--- config.mk ---
export PLATFORM = sky130hd
export DESIGN_NAME = roic_pixel_capture
export DESIGN_NICKNAME = d
export VERILOG_FILES = /design/src/rtl/roic_pixel_capture.sv
export SDC_FILE = /design/constraint.sdc
export NUM_CORES = 1
export LEC_CHECK = 0
export ABC_AREA = 1
export ABC_CLOCK_PERIOD_IN_PS = 3800
export CORE_MARGIN = 2
export CORE_UTILIZATION = 52
export CTS_BUF_LIST = sky130_fd_sc_hd__clkbuf_4
export CTS_CLUSTER_SIZE = 25
export DETAILED_ROUTE_END_ITERATION = 8
export MAX_ROUTING_LAYER = met4
export PLACE_DENSITY = 0.81
export SLEW_MARGIN = 20
export SYNTH_ARGS = -nofsm -noshare
export SYNTH_HDL_FRONTEND = slang
export SYNTH_SLANG_ARGS = --single-unit
--- constraint.sdc ---
create_clock -name clk -period 3.8 [get_ports clk]
set_clock_uncertainty 0.2 [all_clocks]
set_input_delay 0.57 -clock clk [delete_from_list [all_inputs] [get_ports clk]]
set_output_delay 0.57 -clock clk [all_outputs]
set_load 0.02 [all_outputs]
--- src/rtl/roic_pixel_capture.sv ---
// Pixel capture stage behind the focal-plane timing controller: latches ADC words on
// qualified sample falling edges, tags them with frame coordinates and streams them out through a FWFT FIFO.
module roic_pixel_capture #(
    parameter int DW         = 14,
    parameter int COLS       = 320,
    parameter int ROWS       = 240,
    parameter int FIFO_DEPTH = 4
) (
    input  logic          clk,
    input  logic          rst,
    input  logic          sample,
    input  logic          dr,
    input  logic          f_sync,
    input  logic [DW-1:0] adc_data,
    input  logic          clr_status,
    input  logic          pix_ready,
    output logic          pix_valid,
    output logic [DW-1:0] pix_data,
    output logic [7:0]    pix_row,
    output logic [8:0]    pix_col,
    output logic          pix_sof,
    output logic          pix_eol,
    output logic          frame_done,
    output logic          ovf,
    output logic          frame_err
);

    localparam int         AW       = $clog2(FIFO_DEPTH);
    localparam int         EW       = DW + 19;
    localparam logic [8:0] COL_LAST = 9'(COLS - 1);
    localparam logic [7:0] ROW_LAST = 8'(ROWS - 1);
    localparam logic [AW:0] FULL_CNT = FIFO_DEPTH[AW:0];

    typedef enum logic [1:0] {
        ST_IDLE   = 2'd0,
        ST_ACTIVE = 2'd1,
        ST_DONE   = 2'd2
    } state_e;

    state_e          state_q;
    logic            sample_q;
    logic            f_sync_q;
    logic [7:0]      row_q;
    logic [8:0]      col_q;
    logic            got_pix_q;
    logic            frame_done_q;
    logic            ovf_q;
    logic            frame_err_q;
    logic [EW-1:0]   mem_q [FIFO_DEPTH];
    logic [AW-1:0]   wr_ptr_q;
    logic [AW-1:0]   rd_ptr_q;
    logic [AW:0]     count_q;
    logic [AW:0]     count_d;

    logic            fsync_rise_s;
    logic            capture_s;
    logic            full_s;
    logic            empty_s;
    logic            pop_s;
    logic            push_ok_s;
    logic            drop_s;
    logic            col_last_s;
    logic            row_last_s;
    logic            ferr_set_s;
    logic [EW-1:0]   entry_s;
    logic [EW-1:0]   head_s;

    // f_sync outranks a coincident capture: the capture is discarded, not deferred.
    assign fsync_rise_s = f_sync & ~f_sync_q;
    assign capture_s    = sample_q & ~sample & dr & (state_q == ST_ACTIVE) & ~fsync_rise_s;
    assign col_last_s   = (col_q == COL_LAST);
    assign row_last_s   = (row_q == ROW_LAST);
    assign ferr_set_s   = fsync_rise_s & (state_q == ST_ACTIVE) & got_pix_q;

    assign full_s       = (count_q == FULL_CNT);
    assign empty_s      = (count_q == {(AW+1){1'b0}});
    assign pop_s        = ~empty_s & pix_ready;
    // A full FIFO still accepts a push when the head leaves in the same cycle.
    assign push_ok_s    = capture_s & (~full_s | pop_s);
    assign drop_s       = capture_s & full_s & ~pop_s;

    assign entry_s = {adc_data, row_q, col_q,
                      (row_q == 8'd0) & (col_q == 9'd0), col_last_s};
    assign head_s  = mem_q[rd_ptr_q];

    // Occupancy next-state from the push/pop pair.
    always_comb begin
        count_d = count_q;
        case ({push_ok_s, pop_s})
            2'b10:   count_d = count_q + {{AW{1'b0}}, 1'b1};
            2'b01:   count_d = count_q - {{AW{1'b0}}, 1'b1};
            default: count_d = count_q;
        endcase
    end

    // Frame FSM, edge-detect history and coordinate counters.
    always_ff @(posedge clk) begin
        if (!rst) begin
            state_q      <= ST_IDLE;
            sample_q     <= 1'b0;
            f_sync_q     <= 1'b0;
            row_q        <= 8'd0;
            col_q        <= 9'd0;
            got_pix_q    <= 1'b0;
            frame_done_q <= 1'b0;
        end else begin
            sample_q     <= sample;
            f_sync_q     <= f_sync;
            frame_done_q <= 1'b0;
            if (fsync_rise_s) begin
                state_q   <= ST_ACTIVE;
                row_q     <= 8'd0;
                col_q     <= 9'd0;
                got_pix_q <= 1'b0;
            end else begin
                case (state_q)
                    ST_ACTIVE: begin
                        if (capture_s) begin
                            got_pix_q <= 1'b1;
                            if (col_last_s) begin
                                col_q <= 9'd0;
                                if (row_last_s) begin
                                    row_q        <= 8'd0;
                                    state_q      <= ST_DONE;
                                    frame_done_q <= 1'b1;
                                end else begin
                                    row_q <= row_q + 8'd1;
                                end
                            end else begin
                                col_q <= col_q + 9'd1;
                            end
                        end
                    end
                    ST_IDLE, ST_DONE: begin
                        state_q <= state_q;
                    end
                    default: begin
                        state_q <= ST_IDLE;
                    end
                endcase
            end
        end
    end

    // Sticky status; a set event in the same cycle beats clr_status.
    always_ff @(posedge clk) begin
        if (!rst) begin
            ovf_q       <= 1'b0;
            frame_err_q <= 1'b0;
        end else begin
            ovf_q       <= drop_s | (ovf_q & ~clr_status);
            frame_err_q <= ferr_set_s | (frame_err_q & ~clr_status);
        end
    end

    // Output FIFO storage and pointers; pointers wrap at the power-of-two depth.
    always_ff @(posedge clk) begin
        if (!rst) begin
            wr_ptr_q <= {AW{1'b0}};
            rd_ptr_q <= {AW{1'b0}};
            count_q  <= {(AW+1){1'b0}};
        end else begin
            if (push_ok_s) begin
                mem_q[wr_ptr_q] <= entry_s;
                wr_ptr_q        <= wr_ptr_q + AW'(1'b1);
            end
            if (pop_s) begin
                rd_ptr_q <= rd_ptr_q + AW'(1'b1);
            end
            count_q <= count_d;
        end
    end

    // Head fields are forced to zero while empty so stale entries never leak out.
    assign pix_valid  = ~empty_s;
    assign pix_data   = pix_valid ? head_s[EW-1:19] : {DW{1'b0}};
    assign pix_row    = pix_valid ? head_s[18:11]   : 8'd0;
    assign pix_col    = pix_valid ? head_s[10:2]    : 9'd0;
    assign pix_sof    = pix_valid & head_s[1];
    assign pix_eol    = pix_valid & head_s[0];
    assign frame_done = frame_done_q;
    assign ovf        = ovf_q;
    assign frame_err  = frame_err_q;

endmodule
Word level (Yosys, flattened, before mapping). Memories as Yosys holds them, arrays and structs flattened. A register that Yosys moved wholly into a read port is not among the register bits. Cells that the tools add are included.

Add/subtract/negate cells: 6. Eq/ne operators: 14. Multiplexer cells: 17. Bitwise logic cells: 31. Reduce and logical (&&, ||, !) cells: 12.

Operators by type and width (number): two-way mux 9 bit (2); bitwise AND 1 bit (16); two-way mux 8 bit (2); two-way mux 14 bit (1); inverter 1 bit (12); two-way mux 2 bit (5); adder 9 x 1 -> 9 bit (second input constant) (1); equality test 9 bit (second input constant) (1); logical NOT 9 bit (1); inequality test 3 bit (second input constant) (3); adder 8 x 1 -> 8 bit (second input constant) (1); equality test 8 bit (second input constant) (1); logical NOT 8 bit (1); inequality test 2 bit (second input constant) (4); AND reduction 4 bit (2); case mux 3 bit (2 select lines) (1); two-way mux 1 bit (5); OR reduction 5 bit (1); adder 2 x 1 -> 2 bit (second input constant) (2); equality test 2 x 1 -> 1 bit (second input constant) (2); equality test 2 bit (second input constant) (2); case mux 2 bit (2 select lines) (1); OR reduction 2 bit (2); adder 3 x 1 -> 3 bit (second input constant) (1); other kinds (8) (10).

Register bits after elaboration: 32. Memory bits (writable): 132. Input bits: 21. Output and inout bits: 37. Logic and storage cells: 94. Memories kept: 1.

Memory list: mem_q (words 4, width 33, read ports 1, clocked after Yosys merged registers in 1, wr ports 1, line 49) `logic [EW-1:0] mem_q [FIFO_DEPTH];`.

Logic depth before layout (Yosys ltp).
Depth after elaboration: 9. Mapped depth: 12. Mapped depth without buffers: 12.

Least setup slack after synthesis. Ideal clock, no wire load.

Path kind: input port to flip-flop. Start: input port dr. End: memory mem_q[0][0] (netlist bit), enable pin. Library setup time: 0.423 ns. Arrival time: 2.493 ns. Required time: 3.177 ns. Slack: 0.684 ns. Stages on the path: 6. Buffers on the path: 0. Cells stage by stage: nand2_1 > nor2_4 > nand3_4 > inv_2 > nand3_1 > nor2_1.

Cells in the longest elaborated chain, start to end: 7.

RTL lines: from (decl) (line 12) `input logic dr,`; bitwise AND 1 bit (3 in a row) (line 70) `assign capture_s = sample_q & ~sample & dr & (state_q == ST_ACTIVE) & ~fsync_rise_s;`; bitwise AND 1 bit (line 79) `assign push_ok_s = capture_s & (~full_s | pop_s);`; two-way mux 1 bit (line 163) `if (push_ok_s) begin`; two-way mux 1 bit (line 158) `if (!rst) begin`; two-way mux 1 bit (implied by the code) (line 164) `mem_q[wr_ptr_q] <= entry_s;`; to (decl) (line 49).

Every way passes these cells.

==> flow_summary.json <==
{
  "p_per_area_nw_per_um2": 455,
  "postSynthCellCount": 650,
  "ant_nets": 0,
  "grtUsageMet2": 0.344,
  "timing_worst_setup_path_type": "flip-flop to primary output",
  "regToRegStartpoint": "count_q[0]$_SDFFE_PN0P_",
  "cts.sinks": 166,
  "r2r_slack_ps": 1290,
  "port_buffers": 57,
  "finalWorstSetupSlack_ps": 309,
  "route.detailed.drc": 0,
  "timing.fmax_ghz": 0.286,
  "clockBufferDepth": 2,
  "cts_inserted_buffers": 17,
  "initial_core_util": 0.528,
  "synth-seq-cells": 166,
  "crit_path_end_kind": "primary output",
  "min_to": "rd_ptr_q[1]$_SDFFE_PN0P_",
  "setup.worst_path.start_class": "flip-flop",
  "drv_slew": 0,
  "status": "finished, final reports clean",
  "syn_area_per_cell_um2": 10.7,
  "insertion_delay_ps": 520,
  "synth_area_um2": 6940,
  "busiest_layer": "met2",
  "grt-ovfl-total": 0,
  "leakagePower_nw": 2.75,
  "hp-class": "flip-flop to flip-flop",
  "antenna_found_initial": 0,
  "synth_top_cell_by_area": "edfxtp_1",
  "drv_cap": 0,
  "io_pins": 58,
  "place.gp.congestion": 0.843,
  "final_cell_mix": "nor2_1, edfxtp_1, o21ai_0",
  "grtUsageMet1": 0.264,
  "syn_to_final_growth_pct": 15.0,
  "final_layout_size_suffix_gt1_frac": 0.0889,
  "drt_first_pass_iters": 5,
  "post_cts_buffers": 0,
  "grt_max_degree": 67,
  "maxSlewHeadroom": 0.471,
  "drt-initial-drc-count": 429,
  "yosysSeqAreaShare": 0.670,
  "reg2reg_depth": 11,
  "min_period_ps": 3490,
  "min_from": "rd_ptr_q[1]$_SDFFE_PN0P_",
  "gr-usage-met3": 0.0423,
  "diodes": 0,
  "layout.cells.most_common": "nor2_1",
  "rsz0062_at_grt": "no",
  "ctsHoldBuffers": 0,
  "totalWireLength_um": 13800,
  "r2r_end": "count_q[2]$_SDFFE_PN0P_",
  "cp.arrival_ps": 2720,
  "finalSetupViolCount": 0,
  "worst_pin_slew_ps": 792,
  "die_h_um": 119,
  "place_hpwl_um": 8660,
  "synth_area_leaders": "edfxtp_1, dfxtp_1, nor2_1, o21ai_0, a21oi_1",
  "pre_cts_slack_ps": 702,
  "power.total_mw": 3.63,
  "hold_path_depth": 2,
  "core_um2": 13100,
  "finalNetCount": 738,
  "num_rows": 42,
  "yosys_warnings": 0,
  "clk_pin_slew_ps": 120,
  "clockRootBuffer": "clkbuf_4",
  "grt_pass1_vias": 4700,
  "max-vdd-ir-drop_mv": 0.330,
  "cp_max_fo": 66,
  "grt_use_total": 0.210,
  "synth.net_count": 681,
  "h-tree-depth": 4,
  "wl_per_cell_um": 15.5,
  "finalSetupTns_ps": 0,
  "viasPerCell": 5.37,
  "yosysTopAreaCellShare": 0.571,
  "postCtsResizedCells": 0,
  "tritoncts": "built",
  "die_area_um2": 14300,
  "die_width_um": 119,
  "finalHoldViolCount": 0,
  "worstPathRequired_ps": 3030,
  "grt_first_pass_wirelength_um": 22700,
  "period_share": 0.919,
  "yosysUniqueCellTypes": 34,
  "vias": 4813
}
[stage by stage]
step / hold WS (ps) / utilization / cell area, um^2 / std cells
final: 290 / 0.607 / 7980 / 896
after global routing: 321 / 0.607 / 7980 / 896
after CTS: 296 / 0.607 / 7980 / 896
after detailed placement: 264 / 0.585 / 7690 / 864
after global placement: 258 / 0.585 / 7690 / 864
after floorplan: 236 / - / 6940 / 650
[synth_stat cells]
library cell  instances
dfxtp_1              34
nand4_1               4
nand3_4               1
nor2_1              169
edfxtp_1            132
o21a_1                1
clkbuf_1             13
a2bb2oi_1             1
xnor2_1               2
nor2_4                6
o21ai_1               1
buf_1                 1
buf_6                 1
nand3_1              19
ha_1                  9
nand2_1              52
o21bai_1              1
fa_1                  1
a21o_1                1
inv_2                 3
nor3_1                1
nor3b_1               1
o21ai_0              76
xor2_1                2
nand2_2               4
nor2_2                3
buf_4                 3
buf_2                10
inv_1                43
nor4_1                2
a21oi_1              50
o21ai_4               1
a32oi_1               1
nor2_8                1
[registers in the layout, summed over array words and instances (netlist names), named ones only]
register	flops
col_q	9
count_q	3
f_sync_q	1
frame_done	1
frame_err	1
got_pix_q	1
mem_q	132
ovf	1
rd_ptr_q	2
row_q	8
sample_q	1
state_q	2
wr_ptr_q	2
[cell type report]
type	instances	area (um^2)
clock inverter	11	133
tap	176	220
timing repair buffer	66	638
fill	1033	5160
multi-input combinational	410	2010
inverter	46	173
sequential	166	4650
clock buffer	21	158
[logic make-up after synthesis]
logic type / synth area share
fa+ha+maj: 0.0191
buf+inv: 0.0446
simple gates: 0.162
flops: 0.670
xor+xnor: 0.00505
compound gates: 0.0997
[how the worst max path moves through the flow]
stage	startpoint	to	slack, ps
after floorplan	dr	mem_q[0][0]$_DFFE_PP_	680
after global placement	dr	mem_q[0][22]$_DFFE_PP_	790
after detailed placement	dr	mem_q[0][28]$_DFFE_PP_	700
after CTS	flip-flop	pix_col[1]	280
after global routing	flip-flop	pix_row[5]	80
final	flip-flop	pix_eol	310
[critical path, stage by stage, from the launching register on]
cell and delay (ps):
dfxtp_2 350, buf_4 540, nor2_1 110, nor2_1 100
o21ai_0 100, a21oi_1 300, clkdlybuf4s50_1 660
[routing by layer]
layer / share of wire / vias to the layer above
li1: - / 2331
met4: 0.0092 / 0
met2: 0.51 / 172
met3: 0.057 / 13
met1: 0.43 / 2297
met5: 0 / -
[power by group]
part,internal [mW],switching (mW)
clock,0.477,0.551
combinational,0.232,0.408
sequential,1.96,0.00946
total,2.66,0.969
(Power assumes the default switching activity.)
